`src/rtl/gradient_window_pkg.sv`:
```
// Shared geometry and pixel-width defaults for the downsample -> gradient -> binning chain.
package gradient_window_pkg;

  localparam int IMG_WIDTH_DEF   = 64;
  localparam int IMG_HEIGHT_DEF  = 128;
  localparam int PIXEL_WIDTH_DEF = 8;

  // One extra bit holds the signed difference of two unsigned pixels.
  function automatic int grad_width(input int pixel_width);
    return pixel_width + 1;
  endfunction

  localparam int GRAD_WIDTH = grad_width(PIXEL_WIDTH_DEF);

endpackage

```
`src/rtl/gradient_window_line_buffer.sv`:
```
// Single-port line store with read-before-write: rdata shows the old word while it is overwritten.
module line_buffer #(
  parameter int DEPTH = 64,
  parameter int WIDTH = 8
) (
  input  logic                     clk,
  input  logic                     en,
  input  logic [$clog2(DEPTH)-1:0] addr,
  input  logic [WIDTH-1:0]         wdata,
  output logic [WIDTH-1:0]         rdata
);

  logic [WIDTH-1:0] mem_r [DEPTH];

  assign rdata = mem_r[addr];

  // Write the new word on enable; the combinational read above still returns the previous one.
  always_ff @(posedge clk) begin
    if (en) begin
      mem_r[addr] <= wdata;
    end
  end

endmodule

```
`src/rtl/gradient_window.sv`:
```
// Two-line buffered 3x3 neighbourhood producing central-difference gx/gy for interior pixels.
module gradient_window
  import gradient_window_pkg::*;
#(
  parameter int IMG_WIDTH   = IMG_WIDTH_DEF,
  parameter int IMG_HEIGHT  = IMG_HEIGHT_DEF,
  parameter int PIXEL_WIDTH = PIXEL_WIDTH_DEF
) (
  input  logic                   clk,
  input  logic                   rst,
  input  logic                   in_valid,
  output logic                   in_ready,
  input  logic [PIXEL_WIDTH-1:0] in_pixel,
  output logic                   out_valid,
  input  logic                   out_ready,
  output logic [PIXEL_WIDTH:0]   out_gx,
  output logic [PIXEL_WIDTH:0]   out_gy,
  output logic                   out_last
);

  localparam int GW = grad_width(PIXEL_WIDTH);
  localparam int CW = $clog2(IMG_WIDTH);
  localparam int RW = $clog2(IMG_HEIGHT);
  localparam logic [CW-1:0] COL_LAST = CW'(IMG_WIDTH - 1);
  localparam logic [RW-1:0] ROW_LAST = RW'(IMG_HEIGHT - 1);

  logic [CW-1:0]          col_r;
  logic [RW-1:0]          row_r;
  logic [PIXEL_WIDTH-1:0] lb0_rd_s;
  logic [PIXEL_WIDTH-1:0] lb1_rd_s;
  logic [PIXEL_WIDTH-1:0] w1_top_r;
  logic [PIXEL_WIDTH-1:0] w1_mid_r;
  logic [PIXEL_WIDTH-1:0] w1_bot_r;
  logic [PIXEL_WIDTH-1:0] w2_mid_r;
  logic                   accept_s;
  logic                   emit_s;
  logic                   last_s;
  logic [GW-1:0]          gx_s;
  logic [GW-1:0]          gy_s;

  assign in_ready = !out_valid || out_ready;
  assign accept_s = in_valid && in_ready;
  assign emit_s   = (row_r >= RW'(2)) && (col_r >= CW'(2));
  assign last_s   = (row_r == ROW_LAST) && (col_r == COL_LAST);

  // The incoming column (lb1, lb0, pixel) is column c; w1 holds column c-1, w2_mid the middle of c-2.
  assign gx_s = {1'b0, lb0_rd_s} - {1'b0, w2_mid_r};
  assign gy_s = {1'b0, w1_bot_r} - {1'b0, w1_top_r};

  line_buffer #(.DEPTH(IMG_WIDTH), .WIDTH(PIXEL_WIDTH)) u_lb0 (
    .clk   (clk),
    .en    (accept_s),
    .addr  (col_r),
    .wdata (in_pixel),
    .rdata (lb0_rd_s)
  );

  line_buffer #(.DEPTH(IMG_WIDTH), .WIDTH(PIXEL_WIDTH)) u_lb1 (
    .clk   (clk),
    .en    (accept_s),
    .addr  (col_r),
    .wdata (lb0_rd_s),
    .rdata (lb1_rd_s)
  );

  // Raster position of the next pixel to be accepted.
  always_ff @(posedge clk) begin
    if (rst) begin
      col_r <= CW'(0);
      row_r <= RW'(0);
    end else if (accept_s) begin
      if (col_r == COL_LAST) begin
        col_r <= CW'(0);
        row_r <= (row_r == ROW_LAST) ? RW'(0) : row_r + RW'(1);
      end else begin
        col_r <= col_r + CW'(1);
      end
    end
  end

  // Shift the two previous columns of the neighbourhood; stale row-end columns are never emitted.
  always_ff @(posedge clk) begin
    if (accept_s) begin
      w1_top_r <= lb1_rd_s;
      w1_mid_r <= lb0_rd_s;
      w1_bot_r <= in_pixel;
      w2_mid_r <= w1_mid_r;
    end
  end

  // Output register: reloads on the same edge an output is taken, holds while stalled.
  always_ff @(posedge clk) begin
    if (rst) begin
      out_valid <= 1'b0;
      out_gx    <= '0;
      out_gy    <= '0;
      out_last  <= 1'b0;
    end else if (accept_s) begin
      out_valid <= emit_s;
      if (emit_s) begin
        out_gx   <= gx_s;
        out_gy   <= gy_s;
        out_last <= last_s;
      end
    end else if (out_ready) begin
      out_valid <= 1'b0;
    end
  end

endmodule

```
`config.mk`:
```
export PLATFORM = sky130hd
export DESIGN_NAME = gradient_window
export DESIGN_NICKNAME = d
export VERILOG_FILES = /design/src/rtl/gradient_window_pkg.sv /design/src/rtl/gradient_window_line_buffer.sv /design/src/rtl/gradient_window.sv
export SDC_FILE = /design/constraint.sdc
export NUM_CORES = 1
export LEC_CHECK = 0
export ABC_CLOCK_PERIOD_IN_PS = 5400
export CORE_MARGIN = 2
export CORE_UTILIZATION = 40
export DETAILED_ROUTE_END_ITERATION = 12
export DONT_BUFFER_PORTS = 1
export PLACE_DENSITY = 0.62
export SYNTH_ARGS = -nofsm -noshare
export SYNTH_HDL_FRONTEND = slang
export SYNTH_SLANG_ARGS = --single-unit
```
`constraint.sdc`:
```
create_clock -name clk -period 5.4 [get_ports clk]
set_clock_uncertainty 0.2 [all_clocks]
set_input_delay 0.27 -clock clk [delete_from_list [all_inputs] [get_ports clk]]
set_output_delay 0.27 -clock clk [all_outputs]
set_load 0.01 [all_outputs]
```
==> key figures <==
Critical path
  – CP Capture Type: flop
  – Crit path cell chain: buf_4 -> mux4_2 -> mux2i_1 -> o22ai_1 -> nor3_1 -> buf_4 -> o221ai_4 -> fa_1 -> a21o_1 -> a21oi_1 -> o21bai_1 -> a21oi_1 -> xor2_1 -> o31ai_1
  – Top Family by Delay on Critical Path: compound AO/OA/AOI/OAI gates
  – Req. time, crit path: 5750 ps
  – Worst path max stage delay: 660 ps
  – Crit-path slowest cell: dfxtp_4
  – CP Buf/Inv Count: 2
  – Critical Path Start Type: flop
  – WP data arrival: 4760 ps
  – Crit Path Max Fanout: 23
  – Critical path type: reg -> reg

Timing
  – Fin Setup TNS: 0 ps
  – Relative slew slack: 23.0%
  – Min cycle time layout: 4420 ps
  – Final Hold Fails: 0
  – Tightest Pin Transition: 1150 ps
  – Final setup viols: 0
  – Max-slew violations: 0
  – Maximum clock rate: 0.226 GHz
  – RSZ-0062 raised after global routing: false
  – Final Cycle Share: 81.8%
  – Worst hold slack: 188 ps

Floorplanning
  – Die Span X: 330 µm
  – Die area: 109,000 µm²
  – Core Area: 106,000 µm²
  – Die H: 330 µm
  – # rows: 119
  – Initial Utilization: 40.4%
  – Ports: 33

Power
  – PD cells: 379 nW/µm²
  – Leakage: 0.0153 µW
  – VDD IR-drop max: 324 µV

Layout
  – Layout cells sized above 1: 23.5%
  – Number of fill cells in the layout: 8,638
  – Nets@finish: 2,364
  – Commonest non-fill, non-tap cell in the layout: edfxtp_1
  – Total area of sequential cells: 32,500 µm²
  – Commonest non-fill, non-tap cells in the layout: edfxtp_1 (1,056), mux4_2 (187), buf_4 (137)
  – Syn-to-layout area delta: 14.5%
  – Finished Cell Area: 48,800 µm²
  – Non-filler cells, final: 3,813
  – Multi-input logic area: 9470 µm²

Route
  – DR vias/cell: 6.01
  – DRT Wirelength: 120,000 µm
  – Antenna-violating nets left: 0
  – Iter 0 DRT Violations: 3,132
  – Residual DRC count: 0
  – First drt pass iteration count: 5
  – Vias: 22,900
  – Drt wl/cell: 31.4 µm

Logic synthesis
  – Post-synth EDFFs: 1,056
  – Number of synthesis warnings: 0
  – FFs w/ async S/R, synth: 0%
  – Yosys top cell by area: edfxtp_1
  – Predominant post-synthesis flop cell: edfxtp_1
  – Area contributors post-synth: edfxtp_1 (74%), mux4_2 (9.9%), mux2i_1 (2.0%)
  – Synth top area share: 74.4%
  – Synth cell types: 69
  – Gate count of the mapped netlist: 2,179
  – Syn Nets: 2,213
  – Mapped Area: 42,600 µm²
  – Mean Syn Cell Area: 19.6 µm²
  – Synthesized flop and latch total: 1,095
  – Sequential cell area fraction in the yosys report: 76.2%

CTS
  – CTS HTree Levels: 3
  – Num CTS Buffers: 109
  – Clk Latency, worst-skew pair: 700 ps
  – Clk sinks: 1,095
  – CTS tree: done
  – Max Buffers Root-to-Sink: 3
  – Clock Tree Root: clkbuf_16
  – CTS clk-pin slew, worst paths: 60 ps
  – PostCTS Resize Cnt: 0

Run status
  – Outcome: completed

Placed design
  – I/O Buffers: 0
  – GP Congestion: 0.982
  – Hpwl dp: 71,700 µm
  – Placed instance area: 44,900 µm²
  – Placed cell count: 3,590

Run
  – # Max-Cap Violations: 0

Global route
  – GRT Total Usage: 21.9%
  – Global-route wire length before repair: 169,000 µm
  – Largest net degree at the start of global routing: 66
  – Vias in the first global route: 22,700
  – Total congestion overflow: 0
  – Initial antenna violation count: 6

Worst hold path
  – Hold crit path type: in -> reg
## metrics by stage
| stage | setup slack [ps] | power [µW] | utilization [%] |
|---|---|---|---|
| floorplan | 254 | 10600 | - |
| global placement | 912 | 11000 | 42.6 |
| detailed placement | 994 | 11100 | 42.6 |
| CTS | 971 | 18600 | 46.2 |
| global route | 719 | 19000 | 46.2 |
| finish | 983 | 18500 | 46.2 |
## metal layers
metal / share of wire, % / up-vias / track usage (%)
met5: 0.033 / - / 0
met4: 4.2 / 6 / 8.94
met3: 10 / 251 / 5.15
met2: 47 / 1325 / 34.5
met1: 39 / 12100 / 29.6
li1: - / 9254 / -
## layout make-up
cell class | count | share of cell area [%]
antenna | 2 | 0.0103
clock buffer | 133 | 5.88
clock inverter | 68 | 1.33
inverter | 23 | 0.177
multi-input combinational | 939 | 19.4
sequential | 1095 | 66.6
tap | 1391 | 3.57
timing repair buffer | 162 | 3.03
## cells in the mapped netlist, types with 9 or more instances
library cell	number
mux4_2	187
a21oi_1	61
mux2i_1	86
buf_6	14
nor2_1	129
clkbuf_1	37
nor2b_1	16
edfxtp_1	1056
dfxtp_1	39
inv_1	20
nor3_1	16
a22o_1	14
buf_2	47
nand3_1	28
ha_1	20
mux2_2	36
a211oi_1	9
buf_4	19
a22oi_1	37
a221oi_1	30
o22ai_1	41
nand2_1	49
o21ai_0	41
nand3b_1	10
## cell families (layout without fill, tap and decap cells)
group	Yosys count	after routing	share of synthesized area [%]
multiplexers	313	313	13.0
AO/OA/AOI/OAI	283	283	4.57
XOR/XNOR	16	16	0.329
flip-flops	1095	1095	76.2
AND/OR/NAND/NOR	305	305	3.42
buffers and inverters	145	386	1.83
adder cells (fa/ha/maj)	22	22	0.681
other	0	2	0
## sequential cells by signal, indices dropped and copies added, names as in the netlist, named ones only
register,flops
w2_mid_r,8
w1_top_r,8
out_gy,9
w1_bot_r,8
out_last,1
out_gx,9
u_lb1.mem_r,512
w1_mid_r,8
out_valid,1
row_r,7
col_r,6
u_lb0.mem_r,512
## what timing repair did
action / in CTS / in global routing
setup buffers: 0 / 0
hold endpoints to repair: 562 / 0
hold buffers: 20 / 0
## final timing paths
check / start / slack [ps] / depth (start not counted) / end
worst max-delay path: flop / 980 / 14 / out_gx[6]
worst min register to register: w1_mid_r[6] / 220 / 0 / w2_mid_r[6]
worst max register to register: flop / 980 / 14 / out_gx[6]
worst min-delay path: out_ready / 190 / 2 / w1_mid_r[1]
## report_power, final
| part | total [µW] | internal [µW] | switching [µW] |
|---|---|---|---|
| Combinational | 1410 | 485 | 923 |
| Clock | 7490 | 4300 | 3190 |
| Sequential | 9610 | 9520 | 83.1 |
| Total | 18500 | 14300 | 4200 |
No activity file was read; power rests on OpenSTA's default activity.
